==> src/rtl/pe_traffic_node_if.sv <==
// Network-port bundle for one PE traffic node, named from the node's point of view.
// Handshake: o_data/o_data_val are held stable until a cycle with i_en high; a
// transfer happens on exactly the cycles where o_data_val && i_en.
interface pe_traffic_node_if #(
    parameter int PKT_W = 32
);
    logic [PKT_W-1:0] o_data;
    logic             o_data_val;
    logic             i_en;
    logic [PKT_W-1:0] i_data;
    logic             i_data_val;

    modport master (
        output o_data,
        output o_data_val,
        input  i_en,
        input  i_data,
        input  i_data_val
    );

    modport slave (
        input  o_data,
        input  o_data_val,
        output i_en,
        output i_data,
        output i_data_val
    );
endinterface

==> src/rtl/pe_traffic_node.sv <==
// PE-side traffic endpoint: LFSR-driven packet source with a small queue feeding the
// network injection port, plus a receive sink that tallies count, misdeliveries and latency.
module pe_traffic_node #(
    parameter int NODE_ID    = 0,
    parameter int NODES      = 16,
    parameter int ADDR_W     = 4,
    parameter int TS_W       = 16,
    parameter int SEQ_W      = 8,
    parameter int FIFO_DEPTH = 4,
    parameter int PKT_W      = 2*ADDR_W + TS_W + SEQ_W
) (
    input  logic               clk,
    input  logic               reset,
    pe_traffic_node_if.master  net,
    input  logic               i_start,
    input  logic [7:0]         i_rate,
    input  logic [SEQ_W-1:0]   i_max_pkts,
    output logic [SEQ_W-1:0]   o_sent_count,
    output logic [15:0]        o_recv_count,
    output logic [7:0]         o_err_count,
    output logic [31:0]        o_latency_sum,
    output logic               o_busy,
    output logic               o_done,
    output logic [1:0]         o_dbg_state,
    output logic [SEQ_W-1:0]   o_dbg_gen_count
);

    typedef enum logic [1:0] {
        IDLE  = 2'd0,
        RUN   = 2'd1,
        DRAIN = 2'd2,
        DONE  = 2'd3
    } state_t;

    localparam int PTR_W = $clog2(FIFO_DEPTH);
    localparam logic [ADDR_W-1:0] SELF_ADDR = ADDR_W'(NODE_ID % NODES);

    state_t state_q, state_d;
    logic   start_run;

    logic [TS_W-1:0]  ts_now;
    logic [7:0]       lfsr;
    logic [SEQ_W-1:0] gen_count;
    logic [SEQ_W-1:0] sent_count;

    logic [PKT_W-1:0] mem [FIFO_DEPTH];
    logic [PTR_W:0]   wr_ptr, rd_ptr;
    logic [PTR_W:0]   fifo_count;
    logic             fifo_full, fifo_empty;

    logic [PKT_W-1:0] out_data;
    logic             out_val;

    logic             slot_free, gen_fire, fifo_rd, fifo_wr, bypass;
    logic [ADDR_W-1:0] dest_ofs, gen_dest;
    logic [PKT_W-1:0] gen_pkt;

    logic [ADDR_W-1:0] rx_dest;
    logic [TS_W-1:0]   rx_ts, rx_lat;
    logic [15:0]       recv_count;
    logic [7:0]        err_count;
    logic [31:0]       lat_sum;
    logic              rx_unused;

    // ---------------- queue status and datapath control ----------------
    assign fifo_count = wr_ptr - rd_ptr;
    assign fifo_full  = (fifo_count == (PTR_W+1)'(FIFO_DEPTH));
    assign fifo_empty = (wr_ptr == rd_ptr);

    assign dest_ofs = (lfsr[ADDR_W-1:0] == '0) ? ADDR_W'(1) : lfsr[ADDR_W-1:0];
    assign gen_dest = SELF_ADDR ^ dest_ofs;
    assign gen_pkt  = {gen_dest, SELF_ADDR, ts_now, gen_count};

    // Full is judged before any same-cycle read, so a full queue always refuses the write.
    assign slot_free = !out_val || net.i_en;
    assign gen_fire  = (state_q == RUN) && (lfsr < i_rate) && !fifo_full
                       && (gen_count < i_max_pkts);
    assign fifo_rd   = slot_free && !fifo_empty;
    // An empty queue with a free output slot loads the new packet straight into the
    // output register, giving one cycle from generation to o_data_val.
    assign bypass    = slot_free && fifo_empty && gen_fire;
    assign fifo_wr   = gen_fire && !bypass;

    // ---------------- state machine ----------------
    always_ff @(posedge clk or posedge reset) begin
        if (reset) state_q <= IDLE;
        else       state_q <= state_d;
    end

    always_comb begin
        state_d   = state_q;
        start_run = 1'b0;
        case (state_q)
            IDLE: begin
                if (i_start) begin
                    state_d   = RUN;
                    start_run = 1'b1;
                end
            end
            RUN: begin
                if (gen_count == i_max_pkts) state_d = DRAIN;
            end
            DRAIN: begin
                if (fifo_empty && !out_val) state_d = DONE;
            end
            DONE: begin
                if (i_start) begin
                    state_d   = RUN;
                    start_run = 1'b1;
                end
            end
            default: state_d = IDLE;
        endcase
    end

    // ---------------- timestamp, LFSR and run counters ----------------
    always_ff @(posedge clk or posedge reset) begin
        if (reset) begin
            ts_now     <= '0;
            lfsr       <= 8'(NODE_ID + 1);
            gen_count  <= '0;
            sent_count <= '0;
        end else begin
            ts_now <= ts_now + 1'b1;
            if (state_q == RUN)
                lfsr <= {lfsr[6:0], lfsr[7] ^ lfsr[5] ^ lfsr[4] ^ lfsr[3]};
            if (start_run)     gen_count <= '0;
            else if (gen_fire) gen_count <= gen_count + 1'b1;
            if (start_run)                 sent_count <= '0;
            else if (out_val && net.i_en)  sent_count <= sent_count + 1'b1;
        end
    end

    // ---------------- source queue ----------------
    always_ff @(posedge clk) begin
        if (fifo_wr) mem[wr_ptr[PTR_W-1:0]] <= gen_pkt;
    end

    always_ff @(posedge clk or posedge reset) begin
        if (reset) begin
            wr_ptr <= '0;
            rd_ptr <= '0;
        end else begin
            if (fifo_wr) wr_ptr <= wr_ptr + 1'b1;
            if (fifo_rd) rd_ptr <= rd_ptr + 1'b1;
        end
    end

    // ---------------- injection output register ----------------
    always_ff @(posedge clk or posedge reset) begin
        if (reset) begin
            out_data <= '0;
            out_val  <= 1'b0;
        end else if (slot_free) begin
            if (fifo_rd) begin
                out_data <= mem[rd_ptr[PTR_W-1:0]];
                out_val  <= 1'b1;
            end else if (bypass) begin
                out_data <= gen_pkt;
                out_val  <= 1'b1;
            end else begin
                out_val  <= 1'b0;
            end
        end
    end

    // ---------------- receive sink ----------------
    assign rx_dest   = net.i_data[PKT_W-1 -: ADDR_W];
    assign rx_ts     = net.i_data[SEQ_W +: TS_W];
    assign rx_lat    = ts_now - rx_ts;
    assign rx_unused = ^{net.i_data[PKT_W-ADDR_W-1 -: ADDR_W], net.i_data[SEQ_W-1:0]};

    always_ff @(posedge clk or posedge reset) begin
        if (reset) begin
            recv_count <= '0;
            err_count  <= '0;
            lat_sum    <= '0;
        end else if (net.i_data_val) begin
            recv_count <= recv_count + 1'b1;
            lat_sum    <= lat_sum + 32'(rx_lat);
            if (rx_dest != SELF_ADDR && err_count != 8'hFF)
                err_count <= err_count + 1'b1;
        end
    end

    // ---------------- outputs ----------------
    assign net.o_data      = out_data;
    assign net.o_data_val  = out_val;
    assign o_sent_count    = sent_count;
    assign o_recv_count    = recv_count;
    assign o_err_count     = err_count;
    assign o_latency_sum   = lat_sum;
    assign o_busy          = (state_q == RUN) || (state_q == DRAIN);
    assign o_done          = (state_q == DONE);
    assign o_dbg_state     = state_q;
    assign o_dbg_gen_count = gen_count;

endmodule

==> src/flat_wrapper.sv <==
// flat-port wrapper written by rule: the top's interface ports become plain ports
module pe_traffic_node_flat 
#(
    parameter int NODE_ID    = 0,
    parameter int NODES      = 16,
    parameter int ADDR_W     = 4,
    parameter int TS_W       = 16,
    parameter int SEQ_W      = 8,
    parameter int FIFO_DEPTH = 4,
    parameter int PKT_W      = 2*ADDR_W + TS_W + SEQ_W
)
  (clk, reset, i_start, i_rate, i_max_pkts, o_sent_count, o_recv_count, o_err_count, o_latency_sum, o_busy, o_done, o_dbg_state, o_dbg_gen_count, net_o_data, net_o_data_val, net_i_en, net_i_data, net_i_data_val);
  pe_traffic_node_if #(.PKT_W(PKT_W)) net_i ();
  input  logic clk;
  input  logic reset;
  input  logic i_start;
  input  logic [7:0] i_rate;
  input  logic [SEQ_W-1:0] i_max_pkts;
  output logic [SEQ_W-1:0] o_sent_count;
  output logic [15:0] o_recv_count;
  output logic [7:0] o_err_count;
  output logic [31:0] o_latency_sum;
  output logic o_busy;
  output logic o_done;
  output logic [1:0] o_dbg_state;
  output logic [SEQ_W-1:0] o_dbg_gen_count;
  output wire logic [$bits(net_i.o_data)-1:0] net_o_data;
  output wire logic [$bits(net_i.o_data_val)-1:0] net_o_data_val;
  input wire logic [$bits(net_i.i_en)-1:0] net_i_en;
  input wire logic [$bits(net_i.i_data)-1:0] net_i_data;
  input wire logic [$bits(net_i.i_data_val)-1:0] net_i_data_val;
  assign net_o_data = net_i.o_data;
  assign net_o_data_val = net_i.o_data_val;
  assign net_i.i_en = net_i_en;
  assign net_i.i_data = net_i_data;
  assign net_i.i_data_val = net_i_data_val;
  pe_traffic_node #(.NODE_ID(NODE_ID), .NODES(NODES), .ADDR_W(ADDR_W), .TS_W(TS_W), .SEQ_W(SEQ_W), .FIFO_DEPTH(FIFO_DEPTH), .PKT_W(PKT_W)) u_core (.clk(clk), .reset(reset), .net(net_i), .i_start(i_start), .i_rate(i_rate), .i_max_pkts(i_max_pkts), .o_sent_count(o_sent_count), .o_recv_count(o_recv_count), .o_err_count(o_err_count), .o_latency_sum(o_latency_sum), .o_busy(o_busy), .o_done(o_done), .o_dbg_state(o_dbg_state), .o_dbg_gen_count(o_dbg_gen_count));
endmodule
==> config.mk <==
export PLATFORM = sky130hd
export DESIGN_NAME = pe_traffic_node_flat
export DESIGN_NICKNAME = d
export VERILOG_FILES = /design/src/rtl/pe_traffic_node_if.sv /design/src/rtl/pe_traffic_node.sv /design/src/flat_wrapper.sv
export SDC_FILE = /design/constraint.sdc
export NUM_CORES = 1
export LEC_CHECK = 0
export BUFFER_PORTS_ARGS = -buffer_cell sky130_fd_sc_hd__buf_2
export CORE_MARGIN = 2
export CORE_UTILIZATION = 30
export DETAILED_ROUTE_END_ITERATION = 10
export PLACE_DENSITY = 0.51
export REMOVE_ABC_BUFFERS = 1
export SYNTH_ARGS = -nofsm -noshare
export SYNTH_HDL_FRONTEND = slang
export SYNTH_SLANG_ARGS = --single-unit
==> constraint.sdc <==
create_clock -name clk -period 4.95 [get_ports clk]
set_input_delay 0.99 -clock clk [delete_from_list [all_inputs] [get_ports clk]]
set_output_delay 0.99 -clock clk [all_outputs]
set_load 0.02 [all_outputs]
=== After elaboration in Yosys (flattened, before gate mapping) ===
Memories as Yosys holds them, arrays and structs flattened.
Cells that the tools add are included.

* Register bits: 137
* Latch bits: 0
* Bits in writable memories: 112
* Memory bits (read-only): 0
* Input port bits: 53
* Logic and storage cells: 81
* Memories kept: 1

* Add/subtract/negate cells: 10
* Multiply operators: 0
* Div/mod/pow operators: 0
* $lt $le $gt $ge: 2
* Eq/ne operators: 10
* Shifts and indexed selects: 0
* Mux-type cells: 17
* Bitwise logic cells: 3
* Reductions and logical operators: 26

{| class="wikitable"
|+ Memory list
! name !! words !! bits a word !! read ports !! clocked after memory_dff !! write ports !! RTL line !! source
|-
| u_core.mem || 4 || 28 || 1 || 0 || 1 || pe_traffic_node.sv:46 || <nowiki>logic [PKT_W-1:0] mem [FIFO_DEPTH];</nowiki>
|}

{| class="wikitable"
|+ Operator list
! cell !! number
|-
| two-way mux 32 bit || 2
|-
| adder 16 x 1 -> 16 bit (second input constant) || 2
|-
| adder 32 x 16 -> 32 bit || 1
|-
| two-way mux 8 bit || 4
|-
| adder 8 x 1 -> 8 bit (second input constant) || 3
|-
| less-than comparator 8 bit || 2
|-
| subtractor 16 bit || 1
|-
| logical AND 1 bit || 10
|-
| equality test 8 bit || 1
|-
| inequality test 8 bit (second input constant) || 1
|-
| adder 3 x 1 -> 3 bit (second input constant) || 2
|-
| two-way mux 1 bit || 6
|-
| two-way mux 2 bit || 3
|-
| inequality test 2 x 1 -> 1 bit (second input constant) || 3
|-
| one-hot mux 2 bit (3 select lines) || 1
|-
| nonzero test 2 bit || 3
|-
| equality test 2 bit (second input constant) || 2
|-
| logical NOT 1 bit || 4
|-
| logical NOT 4 bit || 1
|-
| two-way mux 4 bit || 1
|-
| AND reduction 2 bit || 2
|-
| nonzero test 4 bit || 1
|-
| equality test 3 bit || 1
|-
| equality test 3 bit (second input constant) || 1
|-
| other kinds (7) || 10
|}

=== Depth between registers and ports, before layout ===
* Depth in word-level cells: 10
* Depth in mapped cells: 18
* Gate-level depth less buffers: 18

=== Worst setup path after synthesis ===
No wires, ideal clock.

* Path kind: input to register
* From: input net_i_data[8]
* To: register u_core.lat_sum[27], in the netlist u_core.o_latency_sum[27]
* Setup time: 129 ps
* Arrival time: 4147 ps
* Data required time: 4821 ps
* Slack: 674 ps
* Stages: 17
* Buffers on the path: 0
* Cell sequence: ha_1 -> fa_1 -> nor2b_1 -> o31a_1 -> o21ai_0 -> a21boi_0 -> a41oi_1 -> o31ai_1 -> xor2_1 -> ha_1 -> nand2_1 -> o21ai_0 -> nand2b_1 -> a21oi_1 -> a21oi_1 -> nand4_1 -> xnor2_1

* Word-level cells in the longest chain between the ends: 2

{| class="wikitable"
|+ Ends and longest elaborated chain
! element !! RTL line !! source
|-
| start: declaration || flat_wrapper.sv:30 || <nowiki>input wire logic [$bits(net_i.i_data)-1:0] net_i_data;</nowiki>
|-
| subtractor 16 bit || pe_traffic_node.sv:170 || <nowiki>assign rx_lat = ts_now - rx_ts;</nowiki>
|-
| adder 32 x 16 -> 32 bit || pe_traffic_node.sv:180 || <nowiki>lat_sum <= lat_sum + 32'(rx_lat);</nowiki>
|-
| end signal: assignment || pe_traffic_node.sv:180 ||
|-
| end: declaration || pe_traffic_node.sv:62 || <nowiki>logic [31:0] lat_sum;</nowiki>
|}

Every way passes these cells.
A chain may end at the register's enable or synchronous reset.

=== Worst setup path after layout ===
* From: register u_core.ts_now[0]
* To: register u_core.lat_sum[31], in the netlist u_core.o_latency_sum[31]

* Word-level cells in the longest chain between the ends: 2

{| class="wikitable"
|+ Ends and longest elaborated chain
! element !! RTL line !! source
|-
| start: declaration || pe_traffic_node.sv:41 || <nowiki>logic [TS_W-1:0] ts_now;</nowiki>
|-
| start signal: assignment || pe_traffic_node.sv:124 || <nowiki>ts_now <= ts_now + 1'b1;</nowiki>
|-
| subtractor 16 bit || pe_traffic_node.sv:170 ||
|-
| adder 32 x 16 -> 32 bit || pe_traffic_node.sv:180 ||
|}

Every way passes these cells.

==> flow_metrics.tcl <==
set metrics [dict create \
    area_growth_pct 19.8 \
    dpl.cell_count 1576 \
    die_width_um 203 \
    start_util_pct 30.5 \
    startpoint "u_core.ts_now[0]" \
    n_antenna_cell 0 \
    synth_top_area_share_pct 28.4 \
    cts.clk_slew.worst_paths_ns 0.06 \
    detail_route.iter0.violations 401 \
    cts_buffers 29 \
    fin_nets 1208 \
    place_congestion 0.779 \
    synth_cells 925 \
    die_area_sq_um 41100 \
    layout_commonest_cell "buf_2" \
    top_level_ports 162 \
    synth_area_leaders "edfxtp_1 28%, dfrtp_1 28%, ha_1 6.8%" \
    ctsHoldBuffers 0 \
    numPortBuffers 145 \
    layout-drive-gt1-share_pct 24.3 \
    clkSinkCount 245 \
    regToRegSetupSlack_ns 0.60 \
    hpwl_mm 17.6 \
    die_height_um 203 \
    cap_violations 0 \
    vias 7501 \
    async_flop_share_pct 54.3 \
    avgSynthCellArea_sq_um 12.8 \
    antenna_found_initial 0 \
    slew_violations 0 \
    cts_tree "done" \
    rows 72 \
    vias_per_cell 4.60 \
    htree_levels 1 \
    rsz0062_at_grt "false" \
    peakVddDrop_mv 0.262 \
    max_slew_margin_pct 27.6 \
    drt-total-wl_mm 26.5 \
    period_minus_slack_ns 4.35 \
    cts_buffer_depth 3 \
    clkLatencyLatePin_ns 0.56 \
    ys_warn_count 0 \
    core-area_sq_um 38800 \
    synth_seq_cells 245 \
    ys_types 56 \
    p_per_area_nw_per_um2 587 \
    grt_pass1_wl_mm 42.4 \
    finalSetupTns_ns 0 \
    grt-ovfl-total 0 \
    firstDrtPassIters 4 \
    crit_required_ns 5.40 \
    yosysSeqAreaShare_pct 56.4 \
    worst_pin_slew_ns 1.08 \
    track_usage_pct 13.0 \
    syn_area_sq_um 11900 \
    leakage_nw 6.14 \
    layout_common_cells "145 x buf_2, 131 x dfrtp_1, 112 x edfxtp_1" \
    fin_crit_sh_pct 87.9 \
    hold_class "flop to flop" \
    critPathCaptureType "flop" \
    outcome "finished clean" \
    cts_resized 0 \
    fmax_mhz 230 \
    grt_pass1_vias 7631 \
    timing.rr.start "u_core.ts_now[0]" \
    grt_max_degree 71 \
    drc 0 \
    hp-start "u_core.net.o_data[31]" \
    antenna_left 0 \
    finalHoldViolCount 0 \
    wl_per_cell_um 16.3 \
    finish.utilization_pct 36.6 \
    synth_ff_type "dfrtp_1" \
    synth-edff-count 112 \
    synth.largest_area_cell "edfxtp_1" \
    worstSetupStartpointType "flop" \
    setup_viol 0 \
    worstSetupPathType "flop to flop" \
    cts.root.buffer_cell "clkbuf_16" \
    post-cts-setup-buffers 0 \
    fin_cells 1630 \
    crit_fanout 10 \
    fin_skew_ns 0.0131 \
    critPathArrivalTime_ns 4.79 \
]
-- cells in the mapped netlist (all sizes together) (4+ instances only) --
cell    instances
xnor2          70
nor4            4
and2            4
nand2b          5
nor3            5
inv            52
xor2           31
a21o           10
a31oi           4
nor2b           4
mux4           28
o21a            8
nand2          76
mux2i          28
o211ai          6
nand3          21
o21ai          50
clkbuf         15
buf            16
mux2           22
dfrtp         132
nor2           43
a21oi          32
and3           21
edfxtp        112
o21bai          5
nand4          27
ha             64
-- routing by layer --
metal,part of all wire [%],global-route usage [%],up-vias
met1,47,17.8,3683
met4,2.2,3.94,0
met5,0,0,-
met3,4.5,2.65,34
met2,46,20.8,118
li1,-,-,3666
-- flip-flops by register name, indices dropped and copies added, names as in the netlist --
register                count
u_core.lfsr                 8
u_core.mem                112
u_core.net.o_data          28
u_core.net.o_data_val       1
u_core.o_dbg_gen_count      8
u_core.o_dbg_state          2
u_core.o_err_count          8
u_core.o_latency_sum       32
u_core.o_recv_count        16
u_core.o_sent_count         8
u_core.rd_ptr               3
u_core.ts_now              16
u_core.wr_ptr               3
-- worst max-delay path: stages, from the launching register on --
cell      delay (ns)
dfrtp_1         0.32
buf_4           0.17
inv_1           0.08
ha_1            0.21
fa_1            0.40
nor2b_1         0.17
o31a_1          0.16
o21ai_0         0.11
a21boi_0        0.30
a41oi_1         0.21
buf_4           0.19
o21ai_0         0.20
xnor2_1         0.13
ha_1            0.29
a21oi_1         0.10
o21ai_0         0.28
nand2b_1        0.15
a21oi_1         0.06
a21oi_1         0.37
nand4_1         0.19
xnor2_1         0.17
-- cell type report --
class,count,area (sq um)
Sequential cell,245,6690
Clock buffer,37,786
Fill cell,3778,24600
Clock inverter,17,195
Inverter,52,200
Multi-Input combinational cell,600,4810
Timing Repair Buffer,161,871
Tap cell,518,648
-- per-stage QoR --
stage / total power, W / hold slack [ns] / instance area, sq um / setup WS [ns]
floorplan: 0.00527 / 0.460 / 11700 / 0.407
global placement: 0.00624 / 0.460 / 13200 / 0.0438
detailed placement: 0.00628 / 0.467 / 13200 / 0.0302
CTS: 0.00849 / 0.480 / 14200 / 0.544
global route: 0.00894 / 0.495 / 14200 / 0.155
finish: 0.00835 / 0.475 / 14200 / 0.601
-- kinds of logic (layout without fill, tap and decap cells) --
kind of cell	count (synthesis)	in the layout	share of synthesized area [%]
fa+ha+maj	66	66	7.09
mux	78	78	9.77
xor+xnor	101	101	7.46
other cells	1	4	0.0316
compound gates	133	133	7.11
flops	245	245	56.4
simple gates	218	218	8.95
buf+inv	83	267	3.13
-- where the power goes --
part	total [W]	switching, W	internal [W]
clock	0.00216	0.000875	0.00129
combinational	0.00315	0.00182	0.00132
sequential	0.00303	0.000366	0.00267
total	0.00835	0.00306	0.00528
-- path summary, 6_finish.rpt --
kind / to / cells after the start
min in group asynchronous: u_core.o_sent_count[7] / 2
max in group asynchronous: u_core.o_latency_sum[1] / 3
worst max register to register: u_core.o_latency_sum[31] / 20
worst min-delay path: u_core.net.o_data[31] / 2
worst max-delay path: u_core.o_latency_sum[31] / 20
worst min register to register: u_core.net.o_data[31] / 2
No activity file was read; power rests on OpenSTA's default activity.
